===== config.mk =====
export PLATFORM = sky130hd
export DESIGN_NAME = ifid_pipe_reg
export DESIGN_NICKNAME = d
export VERILOG_FILES = /design/src/rtl/ifid_pkg.sv /design/src/rtl/ifid_skid_buf.sv /design/src/rtl/ifid_pipe_reg.sv
export SDC_FILE = /design/constraint.sdc
export NUM_CORES = 1
export LEC_CHECK = 0
export ABC_AREA = 1
export CAP_MARGIN = 40
export CELL_PAD_IN_SITES_DETAIL_PLACEMENT = 1
export CELL_PAD_IN_SITES_GLOBAL_PLACEMENT = 2
export CORE_MARGIN = 10
export CORE_UTILIZATION = 24
export CTS_CLUSTER_DIAMETER = 30
export DETAILED_ROUTE_END_ITERATION = 8
export PLACE_DENSITY_LB_ADDON = 0.12
export SLEW_MARGIN = 5
export SYNTH_ARGS = -nofsm -noshare
export SYNTH_HDL_FRONTEND = slang
export SYNTH_HIERARCHICAL = 1
export SYNTH_SLANG_ARGS = --single-unit

===== constraint.sdc =====
create_clock -name clk -period 1.6 [get_ports clk]
set_input_delay 0.24 -clock clk [delete_from_list [all_inputs] [get_ports clk]]
set_output_delay 0.24 -clock clk [all_outputs]
set_load 0.02 [all_outputs]

===== src/rtl/ifid_pkg.sv =====
// ifid_pkg: shared constants for the IF/ID pipeline register.
// Holds MIPS field positions, instruction width and opcode values.
package ifid_pkg;

  localparam int INSTR_W  = 32;

  localparam int OP_LSB     = 26;
  localparam int OP_W       = 6;
  localparam int RS_LSB     = 21;
  localparam int RS_W       = 5;
  localparam int RT_LSB     = 16;
  localparam int RT_W       = 5;
  localparam int RD_LSB     = 11;
  localparam int RD_W       = 5;
  localparam int SHAMT_LSB  = 6;
  localparam int SHAMT_W    = 5;
  localparam int FUNC_LSB   = 0;
  localparam int FUNC_W     = 6;
  localparam int IMM_LSB    = 0;
  localparam int IMM_W      = 16;
  localparam int TARGET_LSB = 0;
  localparam int TARGET_W   = 26;

  localparam logic [INSTR_W-1:0] NOP = 32'h0000_0000;

  localparam logic [OP_W-1:0] OP_RTYPE = 6'h00;
  localparam logic [OP_W-1:0] OP_J     = 6'h02;
  localparam logic [OP_W-1:0] OP_BEQ   = 6'h04;
  localparam logic [OP_W-1:0] OP_ADDI  = 6'h08;

endpackage


===== src/rtl/ifid_skid_buf.sv =====
// ifid_skid_buf: generic 2-entry valid/ready skid buffer with flush.
// Main entry drives the outputs; skid entry absorbs one word on stall.
module ifid_skid_buf #(
  parameter int         W        = 64,
  parameter logic [W-1:0] RST_DATA = '0
) (
  input  logic         clk,
  input  logic         rst,
  input  logic         flush,
  input  logic         in_valid,
  output logic         in_ready,
  input  logic [W-1:0] in_data,
  output logic         out_valid,
  input  logic         out_ready,
  output logic [W-1:0] out_data
);

  logic         main_v, main_v_n;
  logic         skid_v, skid_v_n;
  logic [W-1:0] main_d, main_d_n;
  logic [W-1:0] skid_d, skid_d_n;
  logic         acc;
  logic         pop;

  assign in_ready  = !skid_v;
  assign out_valid = main_v;
  assign out_data  = main_d;

  assign acc = in_valid && !skid_v;
  assign pop = main_v && out_ready;

  // next-state for both entries; flush clears valids but keeps data
  always_comb begin
    main_v_n = main_v;
    main_d_n = main_d;
    skid_v_n = skid_v;
    skid_d_n = skid_d;
    if (flush) begin
      main_v_n = 1'b0;
      skid_v_n = 1'b0;
    end else if (!main_v || pop) begin
      if (skid_v) begin
        main_v_n = 1'b1;
        main_d_n = skid_d;
        skid_v_n = acc;
        if (acc) skid_d_n = in_data;
      end else begin
        main_v_n = acc;
        if (acc) main_d_n = in_data;
      end
    end else if (acc) begin
      skid_v_n = 1'b1;
      skid_d_n = in_data;
    end
  end

  // entry registers with synchronous reset
  always_ff @(posedge clk) begin
    if (rst) begin
      main_v <= 1'b0;
      skid_v <= 1'b0;
      main_d <= RST_DATA;
      skid_d <= RST_DATA;
    end else begin
      main_v <= main_v_n;
      skid_v <= skid_v_n;
      main_d <= main_d_n;
      skid_d <= skid_d_n;
    end
  end

endmodule


===== src/rtl/ifid_pipe_reg.sv =====
// ifid_pipe_reg: IF/ID register with skid buffer and MIPS field decode.
// Define IFID_PERF_CNT_EN to add bubble_cnt/stall_cnt counters.
module ifid_pipe_reg
  import ifid_pkg::*;
#(
  parameter int               PC_W      = 32,
  parameter int               IMM_EXT_W = 32,
  parameter logic [PC_W-1:0]  RESET_PC  = '0
) (
  input  logic                 clk,
  input  logic                 rst,
  input  logic                 in_valid,
  output logic                 in_ready,
  input  logic [INSTR_W-1:0]   in_instr,
  input  logic [PC_W-1:0]      in_pc,
  input  logic                 flush,
  output logic                 out_valid,
  input  logic                 out_ready,
  output logic [OP_W-1:0]      out_op,
  output logic [RS_W-1:0]      out_rs,
  output logic [RT_W-1:0]      out_rt,
  output logic [RD_W-1:0]      out_rd,
  output logic [SHAMT_W-1:0]   out_shamt,
  output logic [FUNC_W-1:0]    out_func,
  output logic [IMM_W-1:0]     out_imm,
  output logic [IMM_EXT_W-1:0] out_imm_sext,
  output logic [TARGET_W-1:0]  out_target,
  output logic [PC_W-1:0]      out_pc
`ifdef IFID_PERF_CNT_EN
  ,
  output logic [31:0]          bubble_cnt,
  output logic [31:0]          stall_cnt
`endif
);

  localparam int DW = INSTR_W + PC_W;
  localparam logic [DW-1:0] RST_DATA = {NOP, RESET_PC};

  logic [DW-1:0]      q_data;
  logic [INSTR_W-1:0] instr;

  ifid_skid_buf #(
    .W        (DW),
    .RST_DATA (RST_DATA)
  ) u_buf (
    .clk       (clk),
    .rst       (rst),
    .flush     (flush),
    .in_valid  (in_valid),
    .in_ready  (in_ready),
    .in_data   ({in_instr, in_pc}),
    .out_valid (out_valid),
    .out_ready (out_ready),
    .out_data  (q_data)
  );

  assign instr  = q_data[PC_W +: INSTR_W];
  assign out_pc = q_data[PC_W-1:0];

  assign out_op     = instr[OP_LSB +: OP_W];
  assign out_rs     = instr[RS_LSB +: RS_W];
  assign out_rt     = instr[RT_LSB +: RT_W];
  assign out_rd     = instr[RD_LSB +: RD_W];
  assign out_shamt  = instr[SHAMT_LSB +: SHAMT_W];
  assign out_func   = instr[FUNC_LSB +: FUNC_W];
  assign out_imm    = instr[IMM_LSB +: IMM_W];
  assign out_target = instr[TARGET_LSB +: TARGET_W];

  if (IMM_EXT_W > IMM_W) begin : g_sext
    assign out_imm_sext = {{(IMM_EXT_W-IMM_W){out_imm[IMM_W-1]}}, out_imm};
  end else begin : g_nosext
    assign out_imm_sext = out_imm;
  end

`ifdef IFID_PERF_CNT_EN
  // count decode-side bubbles and stalls; only reset clears them
  always_ff @(posedge clk) begin
    if (rst) begin
      bubble_cnt <= '0;
      stall_cnt  <= '0;
    end else begin
      if (out_ready && !out_valid) bubble_cnt <= bubble_cnt + 32'd1;
      if (out_valid && !out_ready) stall_cnt  <= stall_cnt + 32'd1;
    end
  end
`endif

endmodule


# After elaboration in Yosys (flattened, before gate mapping)

Index checks and enable logic that the tools add are counted.

Register bits: 130
Word-level logic and storage cells: 25
Bits of input ports: 69

Reductions and logical operators: 10
Eq/ne operators: 1
Bitwise operators: 1
Muxes and demuxes: 9

Operators with widths:

| kind                                                  | number |
|---|---|
| two-way mux 64 bit                                    | 5 |
| two-way mux 1 bit                                     | 4 |
| nonzero test 2 bit                                    | 2 |
| AND reduction 3 bit                                   | 1 |
| logical AND 1 bit                                     | 2 |
| zero test 1 bit                                       | 2 |
| inequality test 2 x 1 -> 1 bit, second input constant | 1 |
| AND reduction 2 bit                                   | 1 |
| OR reduction 2 bit                                    | 1 |
| logical OR 1 bit                                      | 1 |
| inverter 1 bit                                        | 1 |

# Longest topological paths before layout

Word-level depth: 5
Gate-level depth with buffers: 9
Mapped depth without buffers: 6

# By module

The synthesis kept the hierarchy.

Modules (own cells, without submodules):

| module        | area each (um2) | sequential area each (um2) | cells each | instances |
|---|---|---|---|---|
| ifid_skid_buf | 6124.6          | 2602.5                     | 977        | 1 |
| ifid_pipe_reg | 555.5           | 0.0                        | 74         | 1 |

# Worst setup path after synthesis

No wires, ideal clock.

Path type: register to register
Start: register u_buf.main_v, in the netlist u_buf/out_valid
End: register u_buf.skid_d[14]
Cell stages (with the launch flop): 8
Path slack: 285 ps
Buffers on the path: 2
Setup time: 113 ps
Arrival: 1202 ps
Cells stage by stage: dfxtp_1 nand2_1 inv_1 buf_2 buf_2 nand3_1 nand2_1 nor2_1

Word-level cells in the longest chain between the ends: 4
Elaborated cells on any way between the ends: 6
Those cells by class: 1 x eq/ne; 1 x mux; 4 x reduce/logical

Ends and longest elaborated chain:

| element                                                     | RTL line                                 | text |
|---|---|---|
| from (decl)                                                 | ifid_skid_buf.sv:18                      | `logic main_v, main_v_n;` |
| from (signal assigned)                                      | ifid_skid_buf.sv:65                      | `main_v <= main_v_n;` |
| zero test 1 bit / logical AND 1 bit (equally long branches) | ifid_skid_buf.sv:41, ifid_skid_buf.sv:30 |  |
| logical OR 1 bit (*)                                        | ifid_skid_buf.sv:41                      | `end else if (!main_v \|\| pop) begin` |
| inequality test 2 x 1 -> 1 bit (no line)                    | n/a                                      |  |
| AND reduction 2 bit (no line)                               | n/a                                      |  |
| to (signal assigned)                                        | ifid_skid_buf.sv:68                      | `skid_d <= skid_d_n;` |
| to (decl)                                                   | ifid_skid_buf.sv:21                      | `logic [W-1:0] skid_d, skid_d_n;` |

Every way passes the cells marked *; elsewhere a longest branch is shown, timed or not.
A chain may end at the register's enable or synchronous reset.

# Final worst setup path

Start: register u_buf.main_d[47], in the netlist u_buf/out_data[47]
End: output out_imm_sext[26]

RTL lines:

| element                | RTL line            | text |
|---|---|---|
| from (decl)            | ifid_skid_buf.sv:20 | `logic [W-1:0] main_d, main_d_n;` |
| from (signal assigned) | ifid_skid_buf.sv:67 | `main_d <= main_d_n;` |
| to (decl)              | ifid_pipe_reg.sv:26 | `output logic [IMM_EXT_W-1:0] out_imm_sext,` |

No word-level cell between the ends.

==> summary.txt <==
CP top delay family - buffers and inverters
final wirelength - 21,000 um
R2R setup slack - 0.28 ns
Synth cell types - 14
M2 GR Usage - 0.205
CTS Buf Count - 17
worst skew pair latency - 0.42 ns
Port Buffers - 208
crit path cell chain - buf_12 -> dlygate4sd2_1
worst clock skew - 0.0135 ns
hold_buf cts - 0
Slew HR - 0.726
Area after DPL - 8690 um^2
I/O pin cnt - 209
CTS Buffer Depth - 2
MaxCap Viol Count - 0
largest net degree at the start of global routing - 89
crit path max-delay cell type - dfxtp_1
FF-to-FF End - u_buf/skid_d[26]
RSZ-0062 raised after global routing - no
Congestion Overflow GR - 0
cell area after synthesis - 6680 um^2
Final Non-Filler Cells - 1,560
Worst EP required - 1.36 ns
Largest stage delay, worst path - 0.35 ns
final hold vios - 0
R2R depth - 6
CTS H-Tree Depth - 4
TritonCTS clock tree - yes
syn_area_per_cell - 6.36 um^2
#FFs+latches synth - 130
Final Slew Violations - 0
Core ar. - 27,600 um^2
Worst Setup Start Kind - flop
finished layout cell area - 9200 um^2
routed len/inst - 13.5 um
Total Power Consumption - 9.47 mW
Top Usage Layer GRT - met2
Iter 0 DRT Violations - 268
syn nets - 1,120
WP buf/inv - 2
Critical Path Fanout Max - 21
type of the worst setup path - flop to output pin
gpl congestion - 0.679
gr usage total - 0.121
Min-Delay Path Class - input pin to flop
# diodes - 0
dpl cells - 1,528
reg2reg start - u_buf/out_valid
vias per inst - 4.03
drt pass-1 iters - 6
Leak Pwr - 4.66 nW
Clock Tree Root - clkbuf_16
WHS Path Cells - 5
HPWL after DPL - 14,400 um
layout cells sized above 1 - 0.0558
Hold Startpoint - in_pc[4]
first-pass GRT wire length - 34,600 um
fmax - 674 MHz
Cells after Synth - 1,051
Worst-Margin Slew - 0.411 ns
sequential area share after synthesis - 0.390
die area - 34,900 um^2
Die X-Extent - 187 um
GRT met1 Usage - 0.145
Syn. warnings - 6
fin crit period - 1.48 ns
Setup Viol. Count Final - 0
Area growth syn-to-layout - 37.6%
initial antenna violation count - 0
# DRC - 0
Worst VDD drop - 0.000431 V
Hold Path Sink - u_buf/skid_d[4]
met3 Usage GRT - 0.0386
PD cells - 1030 nW/um^2
row count - 61
Die H - 187 um
Worst-path clk slew - 0.06 ns
part of the cycle the worst path needs - 0.927
DR vias - 6,294
status - complete, no violations
antenna viol nets, final - 0
vias in the first global route - 6,549
crit end category - output pin
Critical Path AT - 1.24 ns
Starting Density - 0.242
nets@finish - 1,238
TritonCTS Sinks - 130
WHS - 0.475 ns
[sequential cells by signal, indices dropped and copies added (netlist names)]
register / count
u_buf/out_valid: 1
u_buf/skid_v: 1
u_buf/out_data: 64
u_buf/skid_d: 64
[per-stage QoR]
stage                      util  setup slack [ns]  setup TNS [ns]
after global routing      0.333            0.0386               0
after detailed placement  0.315           -0.0777           -3.86
after floorplan               -             0.285               0
final                     0.333             0.116               0
after CTS                 0.333            0.0802               0
after global placement    0.315           -0.0878           -3.28
[cells in the mapped netlist (all sizes together)]
| library cell | n | area (um^2) |
|---|---|---|
| o21ai | 64 | 320 |
| clkbuf | 20 | 75.1 |
| buf | 115 | 865 |
| nor2 | 260 | 991 |
| nand3 | 66 | 335 |
| inv | 134 | 505 |
| dfxtp | 130 | 2600 |
| nand2 | 262 | 986 |
[worst max path at each step]
stage | startpoint | end | cells past startpoint
6_report | u_buf/out_data[47] | out_imm_sext[26] | 2
5_1_grt | u_buf/out_data[47] | out_imm[15] | 2
4_1_cts | u_buf/out_data[47] | out_imm_sext[26] | 2
3_5_place_dp | out_ready | u_buf/out_data[16] | 7
3_3_place_gp | out_ready | u_buf/out_data[16] | 7
2_1_floorplan | u_buf/out_valid | u_buf/skid_d[14] | 7
[per-layer routing]
metal | wire length, um | share of wire
met5 | 0 | 0
met4 | 165 | 0.0078
met3 | 1270 | 0.060
met2 | 9860 | 0.47
met1 | 9750 | 0.46
[tightest hold or removal path, delay by kind of cell]
kind / cells / cell delay (ns)
buffers and inverters: 2 / 0.45
and+or+nand+nor: 3 / 0.16
[what timing repair did]
item                                    in CTS  in global routing
setup buffers                                0                  0
endpoints found under the setup margin     140                  0
resized for setup                          140                  0
[placed cells by master (no fill, tap or decap), drive strengths merged]
cell type / synthesis / final
nor2: 260 / 260
dfxtp: 130 / 130
clkdlybuf4s50: 0 / 68
clkbuf: 20 / 21
clkinvlp: 0 / 1
nand2: 262 / 262
o21ai: 64 / 64
nand3: 66 / 66
dlygate4sd2: 0 / 140
bufinv: 0 / 5
inv: 134 / 136
clkinv: 0 / 3
buf: 115 / 26
[kinds of logic after synthesis]
logic type,count (synthesis),synth area share
AND/OR/NAND/NOR,588,0.346
flip-flops,130,0.390
AO/OA/AOI/OAI,64,0.0479
buffers and inverters,269,0.216
[layout make-up]
class,instances,area (um^2)
Fill cell,3547,18400
Multi-Input combinational cell,652,2640
Sequential cell,130,2610
Timing Repair Buffer,234,2290
Inverter,134,508
Clock buffer,21,480
Tap cell,378,473
Clock inverter,11,198
[power by group]
group,internal [mW],switching [mW],total (mW)
clock,2.95,1.55,4.50
sequential,3.38,0.0829,3.46
combinational,0.617,0.892,1.51
total,6.94,2.52,9.47
Power figures use the tool's default switching activity.
